==> config.mk <==
export PLATFORM = sky130hd
export DESIGN_NAME = memory_arbiter
export DESIGN_NICKNAME = d
export VERILOG_FILES = /design/src/rtl/cpu_types_pkg.sv /design/src/rtl/memory_arbiter_access_timer.sv /design/src/rtl/memory_arbiter.sv
export SDC_FILE = /design/constraint.sdc
export NUM_CORES = 1
export LEC_CHECK = 0
export ABC_AREA = 1
export CORE_MARGIN = 1.5
export CORE_UTILIZATION = 45
export CTS_CLUSTER_DIAMETER = 200
export CTS_CLUSTER_SIZE = 12
export DETAILED_ROUTE_END_ITERATION = 8
export PLACE_DENSITY_LB_ADDON = 0.08
export REMOVE_ABC_BUFFERS = 1
export SLEW_MARGIN = 20
export SYNTH_ARGS = -nofsm -noshare
export SYNTH_HDL_FRONTEND = slang
export SYNTH_HIERARCHICAL = 1
export SYNTH_SLANG_ARGS = --single-unit
==> constraint.sdc <==
create_clock -name CLK -period 4.85 [get_ports CLK]
set_clock_uncertainty 0.05 [all_clocks]
set_input_delay 0.7275 -clock CLK [delete_from_list [all_inputs] [get_ports CLK]]
set_output_delay 0.7275 -clock CLK [all_outputs]
set_load 0.05 [all_outputs]
==> src/rtl/cpu_types_pkg.sv <==
// Shared CPU datapath types: word, RAM handshake state and arbiter FSM state.
package cpu_types_pkg;

  localparam int WORD_W = 32;

  typedef logic [WORD_W-1:0] word_t;

  typedef enum logic [1:0] {
    FREE   = 2'd0,
    BUSY   = 2'd1,
    ACCESS = 2'd2,
    ERROR  = 2'd3
  } ramstate_t;

  typedef enum logic [1:0] {
    IDLE  = 2'd0,
    DSERV = 2'd1,
    ISERV = 2'd2,
    FAULT = 2'd3
  } arb_state_t;

endpackage

==> src/rtl/memory_arbiter_access_timer.sv <==
// Saturating wait counter for one RAM transaction; flags when the next wait reaches TIMEOUT.
module access_timer #(
  parameter int TIMEOUT = 64,
  parameter int CW      = 7
) (
  input  logic CLK,
  input  logic nRST,
  input  logic clear,
  input  logic count,
  output logic expired
);

  localparam logic [CW-1:0] LIMIT = CW'(TIMEOUT);
  localparam logic [CW-1:0] LAST  = CW'(TIMEOUT - 1);
  localparam logic [CW-1:0] ONE   = CW'(1);

  logic [CW-1:0] count_r;

  // Wait-cycle counter: cleared per transaction, stops at LIMIT instead of wrapping
  always_ff @(posedge CLK) begin
    if (!nRST) begin
      count_r <= {CW{1'b0}};
    end else if (clear) begin
      count_r <= {CW{1'b0}};
    end else if (count && (count_r != LIMIT)) begin
      count_r <= count_r + ONE;
    end
  end

  assign expired = count && (count_r >= LAST);

endmodule

==> src/rtl/memory_arbiter.sv <==
// Single-port RAM arbiter between instruction fetch and data memory; data has priority,
// one latched transaction at a time, hung or failed RAM accesses trap into a sticky fault.
module memory_arbiter
  import cpu_types_pkg::*;
#(
  parameter int TIMEOUT = 64,
  parameter int CW      = 7
) (
  input  logic      CLK,
  input  logic      nRST,
  input  logic      iREN,
  input  word_t     iaddr,
  output word_t     iload,
  output logic      ihit,
  input  logic      dREN,
  input  logic      dWEN,
  input  word_t     daddr,
  input  word_t     dstore,
  output word_t     dload,
  output logic      dhit,
  output logic      ramREN,
  output logic      ramWEN,
  output word_t     ramaddr,
  output word_t     ramstore,
  input  word_t     ramload,
  input  ramstate_t ramstate,
  output logic      fault
);

  arb_state_t state_r;
  arb_state_t next_s;
  word_t      addr_r;
  word_t      store_r;
  word_t      iload_r;
  word_t      dload_r;
  logic       ren_r;
  logic       wen_r;
  logic       dreq_s;
  logic       serving_s;
  logic       timer_clear_s;
  logic       timer_count_s;
  logic       expired_s;
  logic       ihit_s;
  logic       dhit_s;

  assign dreq_s    = dREN | dWEN;
  assign serving_s = (state_r == DSERV) || (state_r == ISERV);

  // FSM state register
  always_ff @(posedge CLK) begin
    if (!nRST) begin
      state_r <= IDLE;
    end else begin
      state_r <= next_s;
    end
  end

  // Next-state and timer control
  always_comb begin
    next_s        = state_r;
    timer_clear_s = 1'b0;
    timer_count_s = 1'b0;
    case (state_r)
      IDLE: begin
        timer_clear_s = 1'b1;
        if (dreq_s) begin
          next_s = DSERV;
        end else if (iREN) begin
          next_s = ISERV;
        end else begin
          next_s = IDLE;
        end
      end
      DSERV, ISERV: begin
        case (ramstate)
          ACCESS:  next_s = IDLE;
          ERROR:   next_s = FAULT;
          default: begin
            timer_count_s = 1'b1;
            if (expired_s) begin
              next_s = FAULT;
            end else begin
              next_s = state_r;
            end
          end
        endcase
      end
      FAULT:   next_s = FAULT;
      default: next_s = FAULT;
    endcase
  end

  // Completion strobes; a requester that dropped its enable gets no hit
  always_comb begin
    ihit_s = 1'b0;
    dhit_s = 1'b0;
    if (ramstate == ACCESS) begin
      ihit_s = (state_r == ISERV) && iREN;
      dhit_s = (state_r == DSERV) && dreq_s;
    end else begin
      ihit_s = 1'b0;
      dhit_s = 1'b0;
    end
  end

  // Request latch, loaded only in IDLE so live inputs cannot disturb the RAM bus
  always_ff @(posedge CLK) begin
    if (!nRST) begin
      addr_r  <= 32'h0000_0000;
      store_r <= 32'h0000_0000;
      ren_r   <= 1'b0;
      wen_r   <= 1'b0;
    end else if ((state_r == IDLE) && dreq_s) begin
      addr_r  <= daddr;
      store_r <= dstore;
      wen_r   <= dWEN;
      ren_r   <= ~dWEN;
    end else if ((state_r == IDLE) && iREN) begin
      addr_r  <= iaddr;
      store_r <= 32'h0000_0000;
      wen_r   <= 1'b0;
      ren_r   <= 1'b1;
    end
  end

  // Last delivered load values
  always_ff @(posedge CLK) begin
    if (!nRST) begin
      iload_r <= 32'h0000_0000;
      dload_r <= 32'h0000_0000;
    end else begin
      if (ihit_s) begin
        iload_r <= ramload;
      end
      if (dhit_s) begin
        dload_r <= ramload;
      end
    end
  end

  access_timer #(
    .TIMEOUT (TIMEOUT),
    .CW      (CW)
  ) u_timer (
    .CLK     (CLK),
    .nRST    (nRST),
    .clear   (timer_clear_s),
    .count   (timer_count_s),
    .expired (expired_s)
  );

  assign ramREN   = serving_s & ren_r;
  assign ramWEN   = serving_s & wen_r;
  assign ramaddr  = addr_r;
  assign ramstore = store_r;
  assign ihit     = ihit_s;
  assign dhit     = dhit_s;
  assign iload    = ihit_s ? ramload : iload_r;
  assign dload    = dhit_s ? ramload : dload_r;
  assign fault    = (state_r == FAULT);

endmodule
==> flow_summary.toml <==
[timing]
rsz0062_at_grt = "false"
slew_headroom_pct = 39.5
max_freq_ghz = 0.254
hold_viol = 0
tightest_slew_ns = 0.905
period_needed_ns = 3.94
finalSetupViolations = 0
fin_tns_setup_ns = 0
period_share_pct = 81.3
drv_slew = 0

[hold_path]
holdPathEnd = "ren_r"
hold_path_depth = 2
min_from = "ren_r"
min_path_type = "reg -> reg"

[finish]
nNetsFinal = 1367
final_cell_count_no_fill = 1422
final_area_um2 = 9890
n_antenna_cell = 0
fin_util_pct = 68.5
final_cell_mix = "clkdlybuf4s50_1 (265), nand2_1 (248), inv_1 (190)"
layout-drive-gt1-share_pct = 4.28
area_delta_synth_final_pct = 49.3
final_common_cell = "clkdlybuf4s50_1"

[detailed_routing]
routedWlPerCell_um = 13.2
firstDrtPassIters = 5
dr_total_vias = 6661
antenna_left = 0
drc = 0
drt_wl_total_um = 18800
via_per_inst = 4.68
drt_first_iter_violations = 456

[worst_setup_path]
r2r-start = "state_r[0]"
cp_slowest_cell = "clkdlybuf4s50_1"
critPathMaxStageDelay_ns = 0.81
reg2reg_depth = 9
startpoint_type = "primary input"
r2r_slack_ns = 2.25
path_cells = "clkdlybuf4s50_1 -> nand2_1 -> inv_1 -> nand2_4 -> nand2_1 -> nand2_1 -> inv_1 -> clkdlybuf4s50_1"
end_kind = "primary output"
worstPathArrival_ns = 3.17
critical_path_peak_fanout = 33
setup.worst_path.class = "in -> out"
worstPathRequired_ns = 4.07
rr_endpoint = "ramaddr[20]"
cpMostUsedCell = "nand2_1"

[synth]
seq_area_frac_synth_pct = 42.0
synth_cells = 987
synth-seq-cells = 139
synth.avg_cell_area_um2 = 6.71
yosys.cell_types.count = 25
synth_edf_count = 0
synth-main-ff-cell = "dfxtp_1"
postSynth.asyncResetShare_pct = 0
ys_warn_count = 6
syn-cell-area_um2 = 6620

[clock_tree]
cts_tree = "built"
clkTransAtPathRegs_ns = 0.06
cts_buffers = 17
cts_buffer_depth = 2
htree_levels = 4
post-cts-setup-buffers = 0
root_buffer = "clkbuf_16"
clock_latency_ns = 0.41
cts-resized-gates = 0
cts_sinks = 139
postCtsHoldBufs = 0

[pwr]
p_total_mw = 5.58
switching_share_pct = 45.8
power.switching_mw = 2.55
leakage_nw = 4.91
clkPwrFrac_pct = 22.7
pwr-share-comb_pct = 50.8
p_per_area_nw_per_um2 = 564
vdd_drop_max_v = 0.000349
power_frac_seq_pct = 26.5
p_int_mw = 3.02

[grt]
track_usage_pct = 24.4
grt_pass1_vias = 6137
grt_first_pass_wirelength_um = 30700
grt_antenna_before_repair = 0
grt_start_max_net_pins = 88
gr-total-overflow = 0

[placed_design]
portBuffers = 267
place.gp.congestion = 0.820
dpl.cell_count = 1390
postPlaceCellArea_um2 = 9310
dpl.hpwl_um = 12900

[floorplanning]
rows = 44
start_util_pct = 45.9
die_x_um = 124
top_level_ports = 268
core_um2 = 14400
die-area_um2 = 15500
die_h_um = 124

[status]
outcome = "finished clean"

[run]
drv_cap = 0
-- per-stage QoR --
step / hold WS (ns) / setup WS [ns]
finish: 0.419 / 0.906
global route: 0.449 / 0.730
CTS: 0.421 / 0.906
detailed placement: 0.406 / 0.914
global placement: 0.402 / 0.944
floorplan: 0.390 / 1.04
-- worst max-delay path by stage --
stage	slack (ns)	to	start	depth (start not counted)
after floorplan	1.04	ihit	ramstate[0]	3
after global placement	0.94	iload[12]	iREN	7
after detailed placement	0.91	dload[12]	ramstate[1]	8
after CTS	0.91	dload[18]	ramstate[1]	8
after global routing	0.73	dload[20]	ramstate[1]	8
final	0.91	dload[21]	ramstate[1]	8
-- Yosys cell counts (2+ instances only) --
master	n	area share [%]
nand4_1	4	0.38
buf_6	4	0.68
ha_1	7	1.3
nand2_4	2	0.34
buf_2	23	1.7
inv_1	190	11
o21ai_0	33	2.5
nor2_1	110	6.2
dfxtp_1	139	42
nand3_1	49	3.7
nor3_1	2	0.15
clkbuf_1	24	1.4
nand2_1	248	14
a21oi_1	41	3.1
nand3b_1	62	7.0
buf_4	7	0.79
o21ai_1	32	2.4
nor2_4	3	0.51
-- area by class of cell --
cell class | count | area, um2
inverters | 191 | 718
repair buffers | 277 | 2760
clock inverters | 13 | 138
flip-flops and latches | 139 | 2780
well taps | 184 | 230
multi-input cells | 599 | 2820
fillers | 1306 | 4540
clock buffers | 19 | 443
-- flip-flops by register name, indices dropped and copies added, names as in the netlist --
| register | flops |
|---|---|
| ramaddr | 32 |
| u_timer/count_r | 7 |
| iload_r | 32 |
| ren_r | 1 |
| state_r | 2 |
| dload_r | 32 |
| ramstore | 32 |
| wen_r | 1 |
-- critical path: cells and delay by family --
| kind | cells | cell delay (ns) |
|---|---|---|
| AND/OR/NAND/NOR | 4 | 0.63 |
| buffers and inverters | 4 | 1.78 |
-- kinds of logic after synthesis --
kind of cell | synth area share (%)
compound gates | 8.48
xor+xnor | 0.132
fa+ha+maj | 1.32
buf+inv | 15.4
flops | 42.0
simple gates | 32.6
-- metal layers --
layer | global-route usage, % | vias to the layer above | part of all wire, %
met2 | 40.7 | 229 | 46
met5 | 0 | - | 0
li1 | - | 3462 | -
met1 | 29.6 | 2939 | 44
met3 | 7.17 | 31 | 7.5
met4 | 9.40 | 0 | 2.5
-- power by group through the flow --
stage	logic, mW	clock network, mW	registers, mW
2_1_floorplan	1.28	0	2.10
3_3_place_gp	2.83	0	1.49
3_5_place_dp	2.83	0	1.50
4_1_cts	2.85	1.29	1.48
5_1_grt	3.06	1.34	1.51
6_report	2.83	1.26	1.48
Power figures use the tool's default switching activity.
